### src/rtl/mult_unit_if.sv
// Handshake and result bus between the MIPS operand path and the HI/LO multiplier.
// The pipeline drives the master side; mult_unit sits on the slave side.
interface mult_unit_if;
  logic        start;
  logic        is_signed;
  logic [31:0] op_a;
  logic [31:0] op_b;
  logic        mthi;
  logic        mtlo;
  logic [31:0] wdata;
  logic        busy;
  logic        done;
  logic [31:0] hi;
  logic [31:0] lo;

  modport master (
    output start, is_signed, op_a, op_b, mthi, mtlo, wdata,
    input  busy, done, hi, lo
  );

  modport slave (
    input  start, is_signed, op_a, op_b, mthi, mtlo, wdata,
    output busy, done, hi, lo
  );
endinterface

### src/rtl/mult_unit.sv
// Sequential 32x32 shift-and-add multiplier owning the HI/LO registers (MULT/MULTU,
// MTHI/MTLO), built around 32-bit ripple adders.

module ripple_add32 #(
  parameter logic CARRY_IN_0 = 1'b0
) (
  input  logic [31:0] a,
  input  logic [31:0] b,
  output logic [31:0] sum,
  output logic        cout
);
  logic carry;

  always_comb begin
    carry = CARRY_IN_0;
    sum   = '0;
    for (int i = 0; i < 32; i++) begin
      sum[i] = a[i] ^ b[i] ^ carry;
      carry  = (a[i] & b[i]) | (carry & (a[i] ^ b[i]));
    end
    cout = carry;
  end
endmodule

// state | meaning
// IDLE  | waiting; accepts start / mthi / mtlo
// CALC  | 32 shift-and-add iterations on {hi,lo}
// SIGN  | optional 64-bit negate of the product
// DONE  | one-cycle result pulse; accepts like IDLE
module mult_unit (
  input  logic        clk,
  input  logic        rst,
  mult_unit_if.slave  bus
);
  typedef enum logic [1:0] {IDLE, CALC, SIGN, DONE} state_t;

  state_t      state_q, state_d;
  logic [4:0]  cnt_q;
  logic [31:0] mcand_q;
  logic [31:0] hi_q, lo_q;
  logic        neg_q;

  logic        accept;
  logic [31:0] neg_a, neg_b, mag_a, mag_b;
  logic [31:0] step_b, step_sum;
  logic        step_c;
  logic [31:0] neg_lo, neg_hi;
  logic        neg_k;
  logic        unused_ca, unused_cb, unused_chi;

  assign accept = (state_q == IDLE) || (state_q == DONE);

  // Magnitudes are ~x + 1 with a zero b operand
  ripple_add32 #(.CARRY_IN_0(1'b1)) u_mag_a (
    .a(~bus.op_a), .b(32'd0), .sum(neg_a), .cout(unused_ca)
  );
  ripple_add32 #(.CARRY_IN_0(1'b1)) u_mag_b (
    .a(~bus.op_b), .b(32'd0), .sum(neg_b), .cout(unused_cb)
  );

  assign mag_a = (bus.is_signed && bus.op_a[31]) ? neg_a : bus.op_a;
  assign mag_b = (bus.is_signed && bus.op_b[31]) ? neg_b : bus.op_b;

  assign step_b = lo_q[0] ? mcand_q : 32'd0;

  ripple_add32 #(.CARRY_IN_0(1'b0)) u_step (
    .a(hi_q), .b(step_b), .sum(step_sum), .cout(step_c)
  );

  ripple_add32 #(.CARRY_IN_0(1'b1)) u_neg_lo (
    .a(~lo_q), .b(32'd0), .sum(neg_lo), .cout(neg_k)
  );
  ripple_add32 #(.CARRY_IN_0(1'b0)) u_neg_hi (
    .a(~hi_q), .b({31'd0, neg_k}), .sum(neg_hi), .cout(unused_chi)
  );

  always_ff @(posedge clk or posedge rst) begin
    if (rst) state_q <= IDLE;
    else     state_q <= state_d;
  end

  always_comb begin
    state_d = state_q;
    case (state_q)
      IDLE:    if (bus.start) state_d = CALC;
      CALC:    if (cnt_q == 5'd31) state_d = SIGN;
      SIGN:    state_d = DONE;
      DONE:    state_d = bus.start ? CALC : IDLE;
      default: state_d = IDLE;
    endcase
  end

  always_ff @(posedge clk or posedge rst) begin
    if (rst) begin
      cnt_q   <= '0;
      mcand_q <= '0;
      hi_q    <= '0;
      lo_q    <= '0;
      neg_q   <= 1'b0;
    end else if (accept) begin
      // start wins over a simultaneous move
      if (bus.start) begin
        mcand_q <= mag_b;
        lo_q    <= mag_a;
        hi_q    <= '0;
        cnt_q   <= '0;
        neg_q   <= bus.is_signed & (bus.op_a[31] ^ bus.op_b[31]);
      end else begin
        if (bus.mthi) hi_q <= bus.wdata;
        if (bus.mtlo) lo_q <= bus.wdata;
      end
    end else if (state_q == CALC) begin
      hi_q  <= {step_c, step_sum[31:1]};
      lo_q  <= {step_sum[0], lo_q[31:1]};
      cnt_q <= cnt_q + 5'd1;
    end else if (state_q == SIGN && neg_q) begin
      hi_q <= neg_hi;
      lo_q <= neg_lo;
    end
  end

  assign bus.busy = (state_q == CALC) || (state_q == SIGN);
  assign bus.done = (state_q == DONE);
  assign bus.hi   = hi_q;
  assign bus.lo   = lo_q;
endmodule

### src/flat_wrapper.sv
// flat-port wrapper written by rule: the top's interface ports become plain ports
module mult_unit_flat 
  (clk, rst, bus_start, bus_is_signed, bus_op_a, bus_op_b, bus_mthi, bus_mtlo, bus_wdata, bus_busy, bus_done, bus_hi, bus_lo);
  mult_unit_if bus_i ();
  input  logic clk;
  input  logic rst;
  input wire logic [$bits(bus_i.start)-1:0] bus_start;
  input wire logic [$bits(bus_i.is_signed)-1:0] bus_is_signed;
  input wire logic [$bits(bus_i.op_a)-1:0] bus_op_a;
  input wire logic [$bits(bus_i.op_b)-1:0] bus_op_b;
  input wire logic [$bits(bus_i.mthi)-1:0] bus_mthi;
  input wire logic [$bits(bus_i.mtlo)-1:0] bus_mtlo;
  input wire logic [$bits(bus_i.wdata)-1:0] bus_wdata;
  output wire logic [$bits(bus_i.busy)-1:0] bus_busy;
  output wire logic [$bits(bus_i.done)-1:0] bus_done;
  output wire logic [$bits(bus_i.hi)-1:0] bus_hi;
  output wire logic [$bits(bus_i.lo)-1:0] bus_lo;
  assign bus_i.start = bus_start;
  assign bus_i.is_signed = bus_is_signed;
  assign bus_i.op_a = bus_op_a;
  assign bus_i.op_b = bus_op_b;
  assign bus_i.mthi = bus_mthi;
  assign bus_i.mtlo = bus_mtlo;
  assign bus_i.wdata = bus_wdata;
  assign bus_busy = bus_i.busy;
  assign bus_done = bus_i.done;
  assign bus_hi = bus_i.hi;
  assign bus_lo = bus_i.lo;
  mult_unit u_core (.clk(clk), .rst(rst), .bus(bus_i));
endmodule
### config.mk
export PLATFORM = sky130hd
export DESIGN_NAME = mult_unit_flat
export DESIGN_NICKNAME = d
export VERILOG_FILES = /design/src/rtl/mult_unit_if.sv /design/src/rtl/mult_unit.sv /design/src/flat_wrapper.sv
export SDC_FILE = /design/constraint.sdc
export NUM_CORES = 1
export LEC_CHECK = 0
export ABC_AREA = 1
export CORE_AREA = 4 4 156 121
export DETAILED_ROUTE_END_ITERATION = 12
export DIE_AREA = 0 0 160 125
export PLACE_DENSITY = 0.87
export SYNTH_ARGS = -nofsm -noshare
export SYNTH_HDL_FRONTEND = slang
export SYNTH_SLANG_ARGS = --single-unit
export TNS_END_PERCENT = 50
### constraint.sdc
create_clock -name clk -period 26.1 [get_ports clk]
set_clock_uncertainty 0.15 [all_clocks]
set_input_delay 7.83 -clock clk [delete_from_list [all_inputs] [get_ports clk]]
set_output_delay 7.83 -clock clk [all_outputs]
set_load 0.05 [all_outputs]
==> impl_metrics.py, run 1 <==
metrics = {
    "global_route": {
        "met3_usage": 0.0638,
        "grt_max_degree": 72,
        "grt-busiest-layer": "met2",
        "track_usage": 0.248,
        "grt_first_pass_wirelength_um": 40800,
        "use_met2": 0.386,
        "grt_pass1_vias": 8293,
        "antenna_found_initial": 0,
        "met1_usage": 0.350,
        "globalRouteOverflowTotal": 0,
    },
    "critical_path": {
        "critPathMaxStageDelay_ns": 0.49,
        "startpoint_type": "input port",
        "crit_family": "adder cells",
        "required_ns": 26.21,
        "cp_max_fo": 2,
        "worstPathArrival_ns": 14.39,
        "critPathKind": "in2reg",
        "end_kind": "register",
        "crit_top_cell": "ha_1",
        "cp.buffers_inverters": 3,
        "crit_slowest_cell": "clkdlybuf4s50_1",
    },
    "timing": {
        "hold_viol_final": 0,
        "timing.fmax_ghz": 0.0700,
        "setup_violations": 0,
        "min_period_over_period": 0.547,
        "setup_tns_ns": 0,
        "fin_ws_ns": 11.82,
        "worstMarginPinSlew_ns": 1.15,
        "rsz0062_at_grt": "no",
        "holdWs_ns": 0.334,
        "relSlewSlack": 0.232,
        "slew_viol_final": 0,
        "period_needed_ns": 14.28,
    },
    "routing": {
        "viasPerCell": 5.20,
        "avgRoutedWirePerCell_um": 15.0,
        "vias": 8645,
        "ant_nets": 0,
        "dr.pass1.iters": 5,
        "drc_errors": 0,
        "wirelength_um": 24800,
        "drtIter0Drc": 804,
    },
    "clock_tree": {
        "root_buffer": "clkbuf_16",
        "clockBufferDepth": 2,
        "clkLatencyLatePin_ns": 0.36,
        "cts_tree": "built",
        "hold_buffers": 0,
        "clk_pin_slew_worst_paths_ns": 0.08,
        "clock_sinks": 104,
        "htree_levels": 3,
        "postCtsSetupRepairBufs": 0,
        "cts_buffers": 9,
        "cts_resized": 0,
    },
    "cells_and_area": {
        "fin_cells": 1661,
        "area_growth_pct": 22.5,
        "utilization": 0.649,
        "nets": 1700,
        "post_route_cells_drive_above_1_share": 0.0250,
        "finalInstanceArea_mm2": 0.0113,
        "num_antenna_cells": 0,
    },
    "place": {
        "dp_hpwl_um": 18200,
        "place_ws_ns": 11.46,
        "io_buffer_count": 167,
        "place.gp.congestion": 0.888,
        "placed_cell_area_mm2": 0.0109,
        "dpl.cell_count": 1645,
    },
    "logic_synthesis": {
        "yosys-top-cells-area": "dfrtp_1 (28%), ha_1 (18%), nand2_1 (14%), inv_1 (9.6%), fa_1 (6.8%)",
        "synth-edff-count": 0,
        "synth_ff_type": "dfrtp_1",
        "avgSynthCellArea_um2": 7.00,
        "synth.most_common_cell": "nand2_1",
        "async_reset_ff_frac": 1.00,
        "postSynthCellCount": 1314,
        "yosysSeqAreaShare": 0.283,
        "netlist_area_mm2": 0.00919,
        "synth_area_leader_cell": "dfrtp_1",
        "yosysUniqueCellTypes": 21,
        "synth_top_area_frac": 0.283,
        "synth_common_cells": "nand2_1 (347), inv_1 (234), ha_1 (131)",
        "synth_warnings": 0,
        "ys_seq_elements": 104,
        "syn_nets": 1578,
    },
    "outcome": {
        "run_status": "completed",
    },
    "die": {
        "design.core.area_mm2": 0.0173,
        "die_w_um": 160,
        "ios": 168,
        "die_area_mm2": 0.0200,
        "num_rows": 42,
        "die_y_um": 125,
        "initial_core_util": 0.530,
    },
    "pwr": {
        "p_per_area_mw_per_mm2": 129,
        "total_power_mw": 1.45,
        "p_leak_nw": 6.43,
        "ir_drop_mv": 0.109,
    },
    "flow_run": {
        "drv_cap": 0,
    },
    "hold_path": {
        "hold_path.class": "reg2reg",
    },
}
final timing paths:
| path | slack, ns | from | cells after the start | endpoint |
|---|---|---|---|---|
| max in group asynchronous | 16.83 | rst | 3 | u_core.mcand_q[4]$_DFFE_PP0P_ |
| worst min register to register | 0.33 | u_core.mcand_q[18]$_DFFE_PP0P_ | 2 | u_core.mcand_q[18]$_DFFE_PP0P_ |
| min in group asynchronous | 7.75 | rst | 2 | u_core.bus.hi[25]$_DFFE_PP0P_ |
| worst max register to register | 12.51 | u_core.bus.lo[0]$_DFFE_PP0P_ | 45 | u_core.bus.hi[30]$_DFFE_PP0P_ |
| worst min-delay path | 0.33 | u_core.mcand_q[18]$_DFFE_PP0P_ | 2 | u_core.mcand_q[18]$_DFFE_PP0P_ |
| worst max-delay path | 11.82 | bus_op_a[0] | 38 | u_core.bus.lo[30]$_DFFE_PP0P_ |
layout by cell type, fill, tap and decap left out, drive strengths merged:
cell           netlist  layout
bufinv               0       2
buf                 34      11
clkdlybuf4s50        0     167
nand3              103     103
clkinvlp             0       2
o22ai                1       1
dfrtp              104     104
a21oi               33      33
clkinv               0       1
nor2               126     126
fa                  31      31
xnor2                1       1
inv                238     238
ha                 131     131
o21ai              130     130
o31ai                1       1
nand2              348     348
clkbuf              33      11
sequential cells by signal, indices dropped and copies added (netlist names):
register and cells:
u_core.bus.hi 32, u_core.bus.lo 32, u_core.mcand_q 32, u_core.cnt_q 5, u_core.state_q 2, u_core.neg_q 1
metal layers:
layer,share of wire,vias up,routed length [um]
met5,0,-,0
met1,0.46,3970,11500
li1,-,4316,-
met4,0.016,0,405
met2,0.44,330,10900
met3,0.083,29,2070
power breakdown:
group / internal (mW) / switching, mW / leakage, nW / total (mW)
registers: 0.247 / 0.0663 / 1.26 / 0.313
clock network: 0.0868 / 0.0662 / 0.152 / 0.153
logic: 0.321 / 0.666 / 5.01 / 0.986
cell type report:
type / instances / area [um2]
Inverter: 238 / 896
Multi-Input combinational cell: 905 / 5410
Clock inverter: 5 / 80.1
Fill cell: 1489 / 6080
Timing Repair Buffer: 178 / 1750
Sequential cell: 104 / 2600
Tap cell: 220 / 275
Clock buffer: 11 / 243
kinds of logic (layout without fill, tap and decap cells):
| logic type | Yosys count | after routing | synth area share |
|---|---|---|---|
| buffers and inverters | 305 | 432 | 0.129 |
| DFF | 104 | 104 | 0.283 |
| and+or+nand+nor | 577 | 577 | 0.251 |
| xor gates and xnor gates | 1 | 1 | 0.000953 |
| adders and majority gates | 162 | 162 | 0.246 |
| AOI/OAI and AO/OA | 165 | 165 | 0.0902 |
worst min-delay path, stage by stage, from the launching register on:
cell	delay, ns
dfrtp_1	0.35
nand2_1	0.05
nand2_1	0.05
Power figures use the tool's default switching activity.
==> inputs of run 2 (changes only) <==
--- a/config.mk
+++ b/config.mk
@@ -6,10 +6,10 @@
 export NUM_CORES = 1
 export LEC_CHECK = 0
 export ABC_AREA = 1
-export CORE_AREA = 4 4 156 121
+export CORE_AREA = 4 4 164 126
 export DETAILED_ROUTE_END_ITERATION = 12
-export DIE_AREA = 0 0 160 125
-export PLACE_DENSITY = 0.87
+export DIE_AREA = 0 0 168 130
+export PLACE_DENSITY = 0.83
 export SYNTH_ARGS = -nofsm -noshare
 export SYNTH_HDL_FRONTEND = slang
 export SYNTH_SLANG_ARGS = --single-unit
==> constraint.sdc (replaced) <==
create_clock -name clk -period 12.4 [get_ports clk]
set_clock_uncertainty 0.15 [all_clocks]
set_input_delay 3.72 -clock clk [delete_from_list [all_inputs] [get_ports clk]]
set_output_delay 3.72 -clock clk [all_outputs]
set_load 0.05 [all_outputs]
==> run 2 against run 1 <==
Sequential share of layout area decreased by 0.40 points. Core utilization decreased by 4.9 points. Final cell count increased by 2.0%. Critical path type is now reg2reg. Register-to-register slack got worse by 12 ns. Worst hold slack improved by 0.0011 ns. Non-clock buffer count increased by 1. Global-route usage decreased by 1.8 points. Via count decreased by 1.1%. Design area increased by 1.8%. Count of clock-buffer cells in the layout unchanged. Sequential power increased by 110%. First-iteration DRC count decreased by 29%.
==> impl_metrics.py, run 2 (synthesized netlist as in run 1, its figures left out) <==
metrics = {
    "critical_path": {
        "critPathKind": "reg2reg",
        "crit_top_cell": "fa_2",
        "required_ns": 12.52,
        "critPathMaxStageDelay_ns": 0.41,
        "end_kind": "register",
        "cp_max_fo": 2,
        "worstPathArrival_ns": 12.19,
        "startpoint_type": "register",
        "reg2reg_depth": 45,
        "crit_slowest_cell": "fa_1",
    },
    "routing": {
        "wl_met2_um": 11000,
        "wl_met3_um": 1910,
        "dr.pass1.iters": 5,
        "viasPerCell": 5.04,
        "drc_errors": 0,
        "vias": 8548,
        "ant_nets": 0,
        "drtIter0Drc": 568,
        "avgRoutedWirePerCell_um": 14.8,
        "wirelength_um": 25100,
        "highest_layer": "met4",
        "wl_met1_um": 11700,
    },
    "die": {
        "die_w_um": 168,
        "die_area_mm2": 0.0218,
        "num_rows": 44,
        "die_y_um": 130,
        "ios": 168,
        "design.core.area_mm2": 0.0191,
        "initial_core_util": 0.481,
    },
    "cells_and_area": {
        "nets": 1701,
        "area_growth_pct": 24.7,
        "post_route_cells_drive_above_1_share": 0.0687,
        "fill_cells": 1707,
        "multi_input_area_mm2": 0.00556,
        "seq_area_mm2": 0.00260,
        "finalInstanceArea_mm2": 0.0115,
        "fin_cells": 1695,
        "most-common-layout-cells": "nand2_1 (346), inv_1 (231), clkdlybuf4s50_1 (167), nor2_1 (124)",
        "num_antenna_cells": 0,
        "final_common_cell": "nand2_1",
    },
    "timing": {
        "worstMarginPinSlew_ns": 1.16,
        "setup_violations": 0,
        "holdWs_ns": 0.335,
        "min_period_over_period": 0.974,
        "hold_viol_final": 0,
        "period_needed_ns": 12.07,
        "setup_tns_ns": 0,
        "relSlewSlack": 0.223,
        "slew_viol_final": 0,
        "timing.fmax_ghz": 0.0828,
    },
    "place": {
        "placed_cell_area_mm2": 0.0110,
        "place.gp.congestion": 0.888,
        "io_buffer_count": 167,
        "dp_hpwl_um": 19000,
        "dpl.cell_count": 1678,
    },
    "clock_tree": {
        "clock_sinks": 104,
        "clockBufferDepth": 2,
        "clk_pin_slew_worst_paths_ns": 0.07,
        "cts_buffers": 9,
        "htree_levels": 3,
        "hold_buffers": 0,
        "root_buffer": "clkbuf_16",
        "cts_tree": "built",
        "clkLatencyLatePin_ns": 0.36,
    },
    "pwr": {
        "ir_drop_mv": 0.164,
        "pwr-share-seq": 0.214,
        "internal_power_mw": 1.40,
        "p_leak_nw": 6.34,
        "power_switching_mw": 1.70,
        "clockPowerShare": 0.104,
        "p_per_area_mw_per_mm2": 271,
        "switching_share": 0.549,
        "comb_power_share": 0.682,
    },
    "global_route": {
        "antenna_found_initial": 0,
        "grt_pass1_vias": 8207,
        "globalRouteOverflowTotal": 0,
        "track_usage": 0.229,
        "grt_max_degree": 72,
        "grt_first_pass_wirelength_um": 40800,
    },
    "flow_run": {
        "drv_cap": 0,
    },
    "hold_path": {
        "hold_depth": 2,
        "hold_path.class": "reg2reg",
    },
    "outcome": {
        "run_status": "completed",
    },
}
==> run 2: area by class of cell <==
class                   instances  share of cell area
clock inverters                 5             0.00688
inverters                     238              0.0781
repair buffers                179               0.154
multi-input cells             905               0.485
clock buffers                  11              0.0220
flip-flops and latches        104               0.227
well taps                     253              0.0276
==> run 2: critical path, delay by kind of cell (launching register included) <==
family	cells	cell delay, ns
and+or+nand+nor	4	0.26
adders and majority gates	32	10.46
AOI/OAI and AO/OA	2	0.25
DFF	1	0.40
buffers and inverters	7	0.49
==> run 2: final timing paths <==
path,from,endpoint,slack [ns]
min in group asynchronous,rst,u_core.bus.hi[26]$_DFFE_PP0P_,3.57
worst max register to register,u_core.bus.lo[0]$_DFFE_PP0P_,u_core.bus.hi[30]$_DFFE_PP0P_,0.33
worst min-delay path,u_core.mcand_q[21]$_DFFE_PP0P_,u_core.mcand_q[21]$_DFFE_PP0P_,0.34
worst min register to register,u_core.mcand_q[21]$_DFFE_PP0P_,u_core.mcand_q[21]$_DFFE_PP0P_,0.34
worst max-delay path,u_core.bus.lo[0]$_DFFE_PP0P_,u_core.bus.hi[30]$_DFFE_PP0P_,0.33
max in group asynchronous,rst,u_core.bus.lo[0]$_DFFE_PP0P_,7.23
==> run 2: power groups by stage <==
stage | combinational (mW) | clock, mW | sequential, mW
finish | 2.12 | 0.322 | 0.666
CTS | 2.10 | 0.326 | 0.665
detailed placement | 2.09 | 0 | 0.667
global route | 2.38 | 0.342 | 0.690
global placement | 2.01 | 0 | 0.664
floorplan | 1.20 | 0 | 0.985
==> run 2: per-stage QoR <==
stage / power, mW / utilization / setup WS (ns)
3_3_place_gp: 2.67 / 0.576 / -0.0879
4_1_cts: 3.09 / 0.596 / 0.00973
6_report: 3.11 / 0.600 / 0.326
5_1_grt: 3.41 / 0.600 / -0.00346
2_1_floorplan: 2.18 / - / 0.0198
3_5_place_dp: 2.76 / 0.576 / -0.317
==> run 2: what timing repair did <==
item | in CTS | in global routing
resized for setup | 17 | 33
pin swaps | 0 | 2
setup endpoints to repair | 3 | 5
buffers inserted | 0 | 1
==> run 2: routing by layer <==
layer	GRT usage	up-vias
met4	0.0587	0
li1	-	4311
met1	0.318	3916
met3	0.0548	39
met5	0	-
met2	0.365	282
